===== src/rtl/pkt_filter.sv =====
// pkt_filter: header check and forward/drop filter between a UART receiver
// byte stream (s_*) and an ALU byte stream (m_*).
//
// Packet layout: opcode, reserved, LEN lsb, LEN msb, payload. LEN counts the
// whole packet including the 4 header bytes. The header is buffered, checked
// for a legal opcode/length combination, then either replayed on m followed
// by a zero-latency payload pass-through, or swallowed.
//
// Ports
//   clk_i, rst_i          clock, asynchronous active-high reset
//   s_tdata/s_tvalid/s_tready  input byte stream
//   m_tdata/m_tvalid/m_tready  output byte stream
//   err_o                 one-cycle pulse per dropped packet or opcode byte
//   ok_cnt_o              saturating count of fully forwarded packets
//   drop_cnt_o            saturating count of dropped packets/opcodes
module pkt_filter #(
  parameter int DATA_WIDTH = 8,
  parameter int CNT_WIDTH  = 16
) (
  input  logic                  clk_i,
  input  logic                  rst_i,
  input  logic [DATA_WIDTH-1:0] s_tdata,
  input  logic                  s_tvalid,
  output logic                  s_tready,
  output logic [DATA_WIDTH-1:0] m_tdata,
  output logic                  m_tvalid,
  input  logic                  m_tready,
  output logic                  err_o,
  output logic [CNT_WIDTH-1:0]  ok_cnt_o,
  output logic [CNT_WIDTH-1:0]  drop_cnt_o
);

  localparam logic [7:0] OP_ECHO = 8'hEC;
  localparam logic [7:0] OP_ADD  = 8'hAD;
  localparam logic [7:0] OP_MUL  = 8'hAF;
  localparam logic [7:0] OP_DIV  = 8'hF6;

  typedef enum logic [2:0] {
    IDLE    = 3'd0,
    HDR     = 3'd1,
    CHECK   = 3'd2,
    FWD_HDR = 3'd3,
    FWD_PAY = 3'd4,
    DROP    = 3'd5
  } state_t;

  state_t                   state_r, state_s;
  logic [1:0]               idx_r, idx_s;
  logic [15:0]              rem_r, rem_s;
  logic [3:0][7:0]          hdr_r, hdr_s;
  logic                     err_s;
  logic [CNT_WIDTH-1:0]     ok_cnt_s, drop_cnt_s;
  logic [15:0]              len_s;
  logic                     hdr_ok_s;

  // Increment that sticks at all-ones instead of wrapping.
  function automatic logic [CNT_WIDTH-1:0] sat_inc(input logic [CNT_WIDTH-1:0] v);
    logic [CNT_WIDTH-1:0] one;
    one = {{(CNT_WIDTH-1){1'b0}}, 1'b1};
    sat_inc = (&v) ? v : v + one;
  endfunction

  // True for the four opcodes the ALU understands.
  function automatic logic is_opcode(input logic [7:0] b);
    case (b)
      OP_ECHO, OP_ADD, OP_MUL, OP_DIV: is_opcode = 1'b1;
      default:                         is_opcode = 1'b0;
    endcase
  endfunction

  // Length field and acceptance rule: echo needs only a full header, the
  // arithmetic ops need at least two 32-bit operands and word alignment.
  always_comb begin
    len_s = {hdr_r[3], hdr_r[2]};
    if (hdr_r[0] == OP_ECHO) begin
      hdr_ok_s = (len_s >= 16'd4);
    end else begin
      hdr_ok_s = (len_s >= 16'd12) && (len_s[1:0] == 2'b00);
    end
  end

  // Next-state, datapath updates and handshake outputs.
  always_comb begin
    state_s    = state_r;
    idx_s      = idx_r;
    rem_s      = rem_r;
    hdr_s      = hdr_r;
    err_s      = 1'b0;
    ok_cnt_s   = ok_cnt_o;
    drop_cnt_s = drop_cnt_o;
    s_tready   = 1'b0;
    m_tvalid   = 1'b0;
    m_tdata    = '0;
    case (state_r)
      IDLE: begin
        s_tready = 1'b1;
        if (s_tvalid && is_opcode(s_tdata)) begin
          hdr_s[0] = s_tdata;
          idx_s    = 2'd1;
          state_s  = HDR;
        end else if (s_tvalid) begin
          err_s      = 1'b1;
          drop_cnt_s = sat_inc(drop_cnt_o);
        end else begin
          state_s = IDLE;
        end
      end
      HDR: begin
        s_tready = 1'b1;
        if (s_tvalid) begin
          hdr_s[idx_r] = s_tdata;
          idx_s        = idx_r + 2'd1;
          state_s      = (idx_r == 2'd3) ? CHECK : HDR;
        end else begin
          state_s = HDR;
        end
      end
      CHECK: begin
        // rem is loaded here for both outcomes; LEN<4 can only be rejected,
        // so the clamp to zero never hides a forwarded byte.
        idx_s = 2'd0;
        rem_s = (len_s >= 16'd4) ? (len_s - 16'd4) : 16'd0;
        if (hdr_ok_s) begin
          state_s = FWD_HDR;
        end else begin
          state_s    = DROP;
          err_s      = 1'b1;
          drop_cnt_s = sat_inc(drop_cnt_o);
        end
      end
      FWD_HDR: begin
        m_tvalid = 1'b1;
        m_tdata  = hdr_r[idx_r];
        if (m_tready && (idx_r == 2'd3)) begin
          idx_s = 2'd0;
          if (rem_r == 16'd0) begin
            state_s  = IDLE;
            ok_cnt_s = sat_inc(ok_cnt_o);
          end else begin
            state_s = FWD_PAY;
          end
        end else if (m_tready) begin
          idx_s = idx_r + 2'd1;
        end else begin
          idx_s = idx_r;
        end
      end
      FWD_PAY: begin
        m_tdata  = s_tdata;
        m_tvalid = s_tvalid;
        s_tready = m_tready;
        if (s_tvalid && m_tready) begin
          rem_s = rem_r - 16'd1;
          if (rem_r == 16'd1) begin
            state_s  = IDLE;
            ok_cnt_s = sat_inc(ok_cnt_o);
          end else begin
            state_s = FWD_PAY;
          end
        end else begin
          rem_s = rem_r;
        end
      end
      DROP: begin
        // With nothing left to swallow, refuse the byte so the next opcode
        // is not eaten on the way out.
        s_tready = (rem_r != 16'd0);
        if (rem_r == 16'd0) begin
          state_s = IDLE;
        end else if (s_tvalid) begin
          rem_s   = rem_r - 16'd1;
          state_s = (rem_r == 16'd1) ? IDLE : DROP;
        end else begin
          rem_s = rem_r;
        end
      end
      default: begin
        state_s = IDLE;
        idx_s   = 2'd0;
        rem_s   = 16'd0;
      end
    endcase
  end

  // State, header buffer, counters and error pulse registers.
  always_ff @(posedge clk_i or posedge rst_i) begin
    if (rst_i) begin
      state_r    <= IDLE;
      idx_r      <= 2'd0;
      rem_r      <= 16'd0;
      hdr_r      <= '0;
      err_o      <= 1'b0;
      ok_cnt_o   <= '0;
      drop_cnt_o <= '0;
    end else begin
      state_r    <= state_s;
      idx_r      <= idx_s;
      rem_r      <= rem_s;
      hdr_r      <= hdr_s;
      err_o      <= err_s;
      ok_cnt_o   <= ok_cnt_s;
      drop_cnt_o <= drop_cnt_s;
    end
  end

endmodule

===== config.mk =====
export PLATFORM = sky130hd
export DESIGN_NAME = pkt_filter
export DESIGN_NICKNAME = d
export VERILOG_FILES = /design/src/rtl/pkt_filter.sv
export SDC_FILE = /design/constraint.sdc
export NUM_CORES = 1
export LEC_CHECK = 0
export CAP_MARGIN = 20
export CORE_MARGIN = 2
export CORE_UTILIZATION = 51
export CTS_BUF_LIST = sky130_fd_sc_hd__clkbuf_16
export DETAILED_ROUTE_END_ITERATION = 7
export GPL_TIMING_DRIVEN = 0
export PLACE_DENSITY = 0.76
export SKIP_CTS_REPAIR_TIMING = 1
export SYNTH_ARGS = -nofsm -noshare
export SYNTH_HDL_FRONTEND = slang
export SYNTH_SLANG_ARGS = --single-unit
export TNS_END_PERCENT = 1

===== constraint.sdc =====
create_clock -name clk_i -period 2.45 [get_ports clk_i]
set_input_delay 0.3675 -clock clk_i [delete_from_list [all_inputs] [get_ports clk_i]]
set_output_delay 0.3675 -clock clk_i [all_outputs]
set_load 0.02 [all_outputs]

# == Word level (Yosys, flattened, before mapping) ==
# Cells that the tools add are included.
# op_classes
addsub,5
n_lt_le_gt_ge,4
eq_ne,26
mux,52
n_bitwise,2
n_reduce_logical,25
# ops
cell,count
$mux W16,13
$pmux W16 S2,2
$pmux W16 S4,1
$eq A8 B8 Y1 const B,5
$add A16 B1 Y16 const B,2
$bwmux W32,1
$mux W8,4
$pmux W8 S2,2
$reduce_and A16 Y1,2
$mux W3,10
$ne A2 B2 Y1 const B,11
$pmux W3 S6,1
$bmux W8 S2,1
$demux W8 S2,1
$eq A16 B1 Y1 const B,1
$ge A16 B3 Y1 const B,1
$ge A16 B4 Y1 const B,1
$logic_not A16 Y1,1
$reduce_and A4 Y1,4
$reduce_bool A16 Y1,1
$sub A16 B1 Y16 const B,1
$sub A16 B3 Y16 const B,1
$mux W2,6
$ne A3 B3 Y1 const B,3
22 further kinds,38
# word_totals
ff_bits,86
input_bits,12
output_inout_bits,43
wordCells,124

# == Longest topological paths before layout ==
# logic_depth
word_depth,7
mapped_depth,9
depth_no_buf,8

# == Worst setup path after synthesis ==
# No wires, ideal clock.
# synth_path
path_kind,register to register
start,reg rem_r[0]
end,reg state_r[2]
setup_time_ps,137
arrival_ps,2184
t_required_ps,2313
path_slack_ps,129
stages_incl_launch_ff,9
path_buffers,0
period_less_slack_ps,2321
cell_sequence,dfrtp_1 > inv_1 > ha_1 > or4b_2 > or4_1 > a211oi_1 > nand2b_1 > o31ai_1 > a21oi_1
# synth_between
elab_chain_len,5
word_cells_on_any_way,12
classes_between,2 x eq/ne; 8 x mux; 2 x reduce/logical
# synth_lines
element,line,source
"start, declared",49,"logic [15:0] rem_r, rem_s;"
"start signal, assigned",198,rem_r <= rem_s;
$eq A16 B1 Y1,"154, 172",
$mux W3,172,state_s = (rem_r == 16'd1) ? IDLE : DROP;
$mux W3,170,end else if (s_tvalid) begin
$mux W3,168,if (rem_r == 16'd0) begin
$pmux W3 S6,94,case (state_r)
"end signal, assigned",196,state_r <= state_s;
"end, declared",47,"state_t state_r, state_s;"
# Parallel ways exist; a longest one is shown, timed or not. The select of a mux whose other input is x is not followed.
# A chain may end at the register's enable or synchronous reset.

# == Final worst setup path ==
# layout_path
start,reg rem_r[7]
end,out s_tready
# layout_between
elab_chain_len,2
# layout_lines
element,line,source
$reduce_bool A16 Y1,167,s_tready = (rem_r != 16'd0);
$pmux W1 S3,94,
"end, declared",24,"output logic s_tready,"
# No other way between the ends.

==> results_dict.tcl <==
set metrics [dict create \
    status "finished with violations" \
    violations "negative setup slack" \
    ys_warn_count 0 \
    final_area_mm2 0.00620 \
    syn_to_final_growth_pct 24.6 \
    path_clk_slew_ns 0.06 \
    pwr_density_cell_mw_per_mm2 892 \
    ys_async_sr_fraction 1.00 \
    clock-sinks 86 \
    max_slew_margin 0.391 \
    dp_hpwl_um 8790 \
    grt_use_total 0.246 \
    crit_slowest_cell "dfrtp_1" \
    arrival_ns 2.20 \
    hold_violations 0 \
    drive_gt1_frac 0.178 \
    cts_buffer_depth 2 \
    cp-end-kind "output port" \
    gp_congestion 0.945 \
    routed-via-count 4247 \
    synth.avg_cell_area_um2 10.1 \
    critical_path_peak_fanout 7 \
    synth_cells 492 \
    max_stage_delay_ns 0.42 \
    critPathBufInv 2 \
    rows 36 \
    finalNetCount 581 \
    clock_skew_ns 0.00700 \
    r2r_end "ok_cnt_o[10]$_DFFE_PP0P_" \
    portBuffers 53 \
    numCtsBuffers 9 \
    grt_pass1_vias 4030 \
    ys_types 64 \
    core_mm2 0.00964 \
    fillers 779 \
    finalMaxSlewViolations 0 \
    grt_pass1_wl_um 20100 \
    multi_input_area_mm2 0.00275 \
    power.leakage_nw 2.86 \
    drtAntennaViolNets 0 \
    dp.cells 680 \
    syn_nets 515 \
    finalCritPeriodShare 1.05 \
    reg2reg_setup_slack_ns -0.08 \
    synth-edff-count 0 \
    hp-class "in -> async" \
    antenna_found_initial 0 \
    dr.pass1.iters 7 \
    die_w_um 103 \
    yosysSeqAreaShare 0.432 \
    cp-start-kind "register" \
    setup_ws_ns -0.120 \
    drv_cap 0 \
    rsz0062_at_grt "true" \
    r2r_start "rem_r[7]$_DFFE_PP0P_" \
    wl_per_cell_um 18.2 \
    final-seq-area_mm2 0.00215 \
    placed_cell_area_mm2 0.00572 \
    pin_count 55 \
    syn-cell-area_mm2 0.00498 \
    routed_wl_um 12700 \
    synth.ff_latch_count 86 \
    clk_latency_ns 0.34 \
    n_antenna_cell 0 \
    grt_max_degree 40 \
    tightestPinTransition_ns 0.890 \
    grt_overflow 0 \
    h-tree-depth 3 \
    rr_worst_depth 7 \
    die_area_mm2 0.0106 \
    worst_ep_required_time_ns 2.08 \
    drc_errors 0 \
    start_util 0.516 \
    fmax_ghz 0.389 \
    layout_min_cycle_time_ns 2.57 \
    die_h_um 103 \
    path_class "reg -> out" \
    crit_chain "or3_1 -> clkbuf_1 -> nor3_4 -> nand3_1 -> o21ai_0 -> a21oi_1 -> dlymetal6s2s_1" \
    cts_tree "yes" \
    viasPerCell 6.10 \
    cts-root-buf "clkbuf_16" \
    crit_family "simple AND/OR/NAND/NOR gates" \
    synth_ff_type "dfrtp_1" \
    setup_violations 11 \
    drtIter0Drc 300 \
    ir_drop_v 0.000489 \
    final_cells 696 \
]
[per-stage QoR]
stage | setup slack (ns) | util | hold slack (ns) | power (mW) | setup TNS [ns]
after global placement | -0.250 | 0.589 | 0.477 | 3.73 | -5.70
after floorplan | 0.129 | - | 0.474 | 3.20 | 0
after CTS | -0.628 | 0.629 | 0.453 | 5.40 | -9.76
after global routing | -0.244 | 0.643 | 0.489 | 5.83 | -4.50
after detailed placement | -0.245 | 0.593 | 0.481 | 3.81 | -6.99
final | -0.120 | 0.643 | 0.446 | 5.53 | -0.465
[power breakdown]
group	internal, mW	switching (mW)	total (mW)
clock	1.00	0.581	1.58
sequential	1.69	0.295	1.99
combinational	0.884	1.07	1.96
[routing by layer]
metal / global-route usage / share of wire
met3: 0.0610 / 0.065
met4: 0.0881 / 0.026
met5: 0 / 0
met1: 0.329 / 0.43
met2: 0.392 / 0.48
[placed cells by master (no fill, tap or decap), types with 4 or more instances in the layout]
master	n
a21oi_1	19
a22o_1	10
a22oi_1	6
a31oi_1	4
clkbuf_1	10
clkbuf_16	9
clkdlybuf4s50_1	43
dfrtp_1	86
dlymetal6s2s_1	10
ha_1	10
inv_1	19
mux2_2	35
mux4_2	8
nand2_1	30
nand2b_1	4
nand3_1	22
nand4_1	10
nor2_1	39
nor3_1	20
nor3b_1	4
nor4_1	7
o21ai_0	31
o31ai_1	6
xnor2_1	9
xor2_1	29
[state kept, by name (all words and copies together), names as in the netlist]
name / cells
ok_cnt_o: 16
idx_r: 2
hdr_r: 32
state_r: 3
rem_r: 16
err_o: 1
drop_cnt_o: 16
[layout make-up]
type                       instances  area share
timing repair buffer              56      0.0973
clock buffer                       9      0.0363
inverter                          22      0.0139
tap                              133      0.0268
clock inverter                     7      0.0194
sequential                        86       0.347
multi-input combinational        365       0.443
buffer                            18      0.0159
[cell families after synthesis]
logic type | Yosys count | synth area share
AO/OA/AOI/OAI | 102 | 0.139
multiplexers | 46 | 0.121
adder cells (fa/ha/maj) | 11 | 0.0276
buffers and inverters | 41 | 0.0334
flip-flops | 86 | 0.432
XOR/XNOR | 38 | 0.0669
AND/OR/NAND/NOR | 168 | 0.179
[worst register-to-register path, stage by stage, from the launching register on]
cell and delay [ns]:
dfrtp_1 0.42, or3_1 0.38, clkbuf_1 0.24, o32ai_2 0.36, o2111ai_1 0.17, a211o_2 0.38
or3_1 0.35, xnor2_1 0.14
[worst max-delay path by stage]
stage	cells after the start	slack (ns)	end	startpoint
5_1_grt	8	-0.24	drop_cnt_o[10]$_DFFE_PP0P_	state_r[2]$_DFFE_PP0P_
2_1_floorplan	8	0.13	state_r[2]$_DFFE_PP0P_	rem_r[0]$_DFFE_PP0P_
3_5_place_dp	6	-0.24	s_tready	rem_r[5]$_DFFE_PP0P_
3_3_place_gp	4	-0.25	m_tdata[5]	state_r[1]$_DFFE_PP0P_
4_1_cts	4	-0.63	m_tdata[7]	idx_r[0]$_DFFE_PP0P_
6_report	7	-0.12	s_tready	rem_r[7]$_DFFE_PP0P_
[cell usage after synthesis (all sizes together), types with 11 or more instances]
| library cell | count | area share |
|---|---|---|
| dfrtp | 86 | 0.43 |
| nor2 | 42 | 0.032 |
| mux2 | 35 | 0.079 |
| o21ai | 32 | 0.032 |
| nand2 | 30 | 0.023 |
| xor2 | 29 | 0.051 |
| nor3 | 24 | 0.027 |
| nand3 | 23 | 0.023 |
| inv | 21 | 0.016 |
| a21oi | 19 | 0.019 |
| clkbuf | 15 | 0.012 |
| ha | 11 | 0.028 |
| nor4 | 11 | 0.019 |
(Power assumes the default switching activity.)
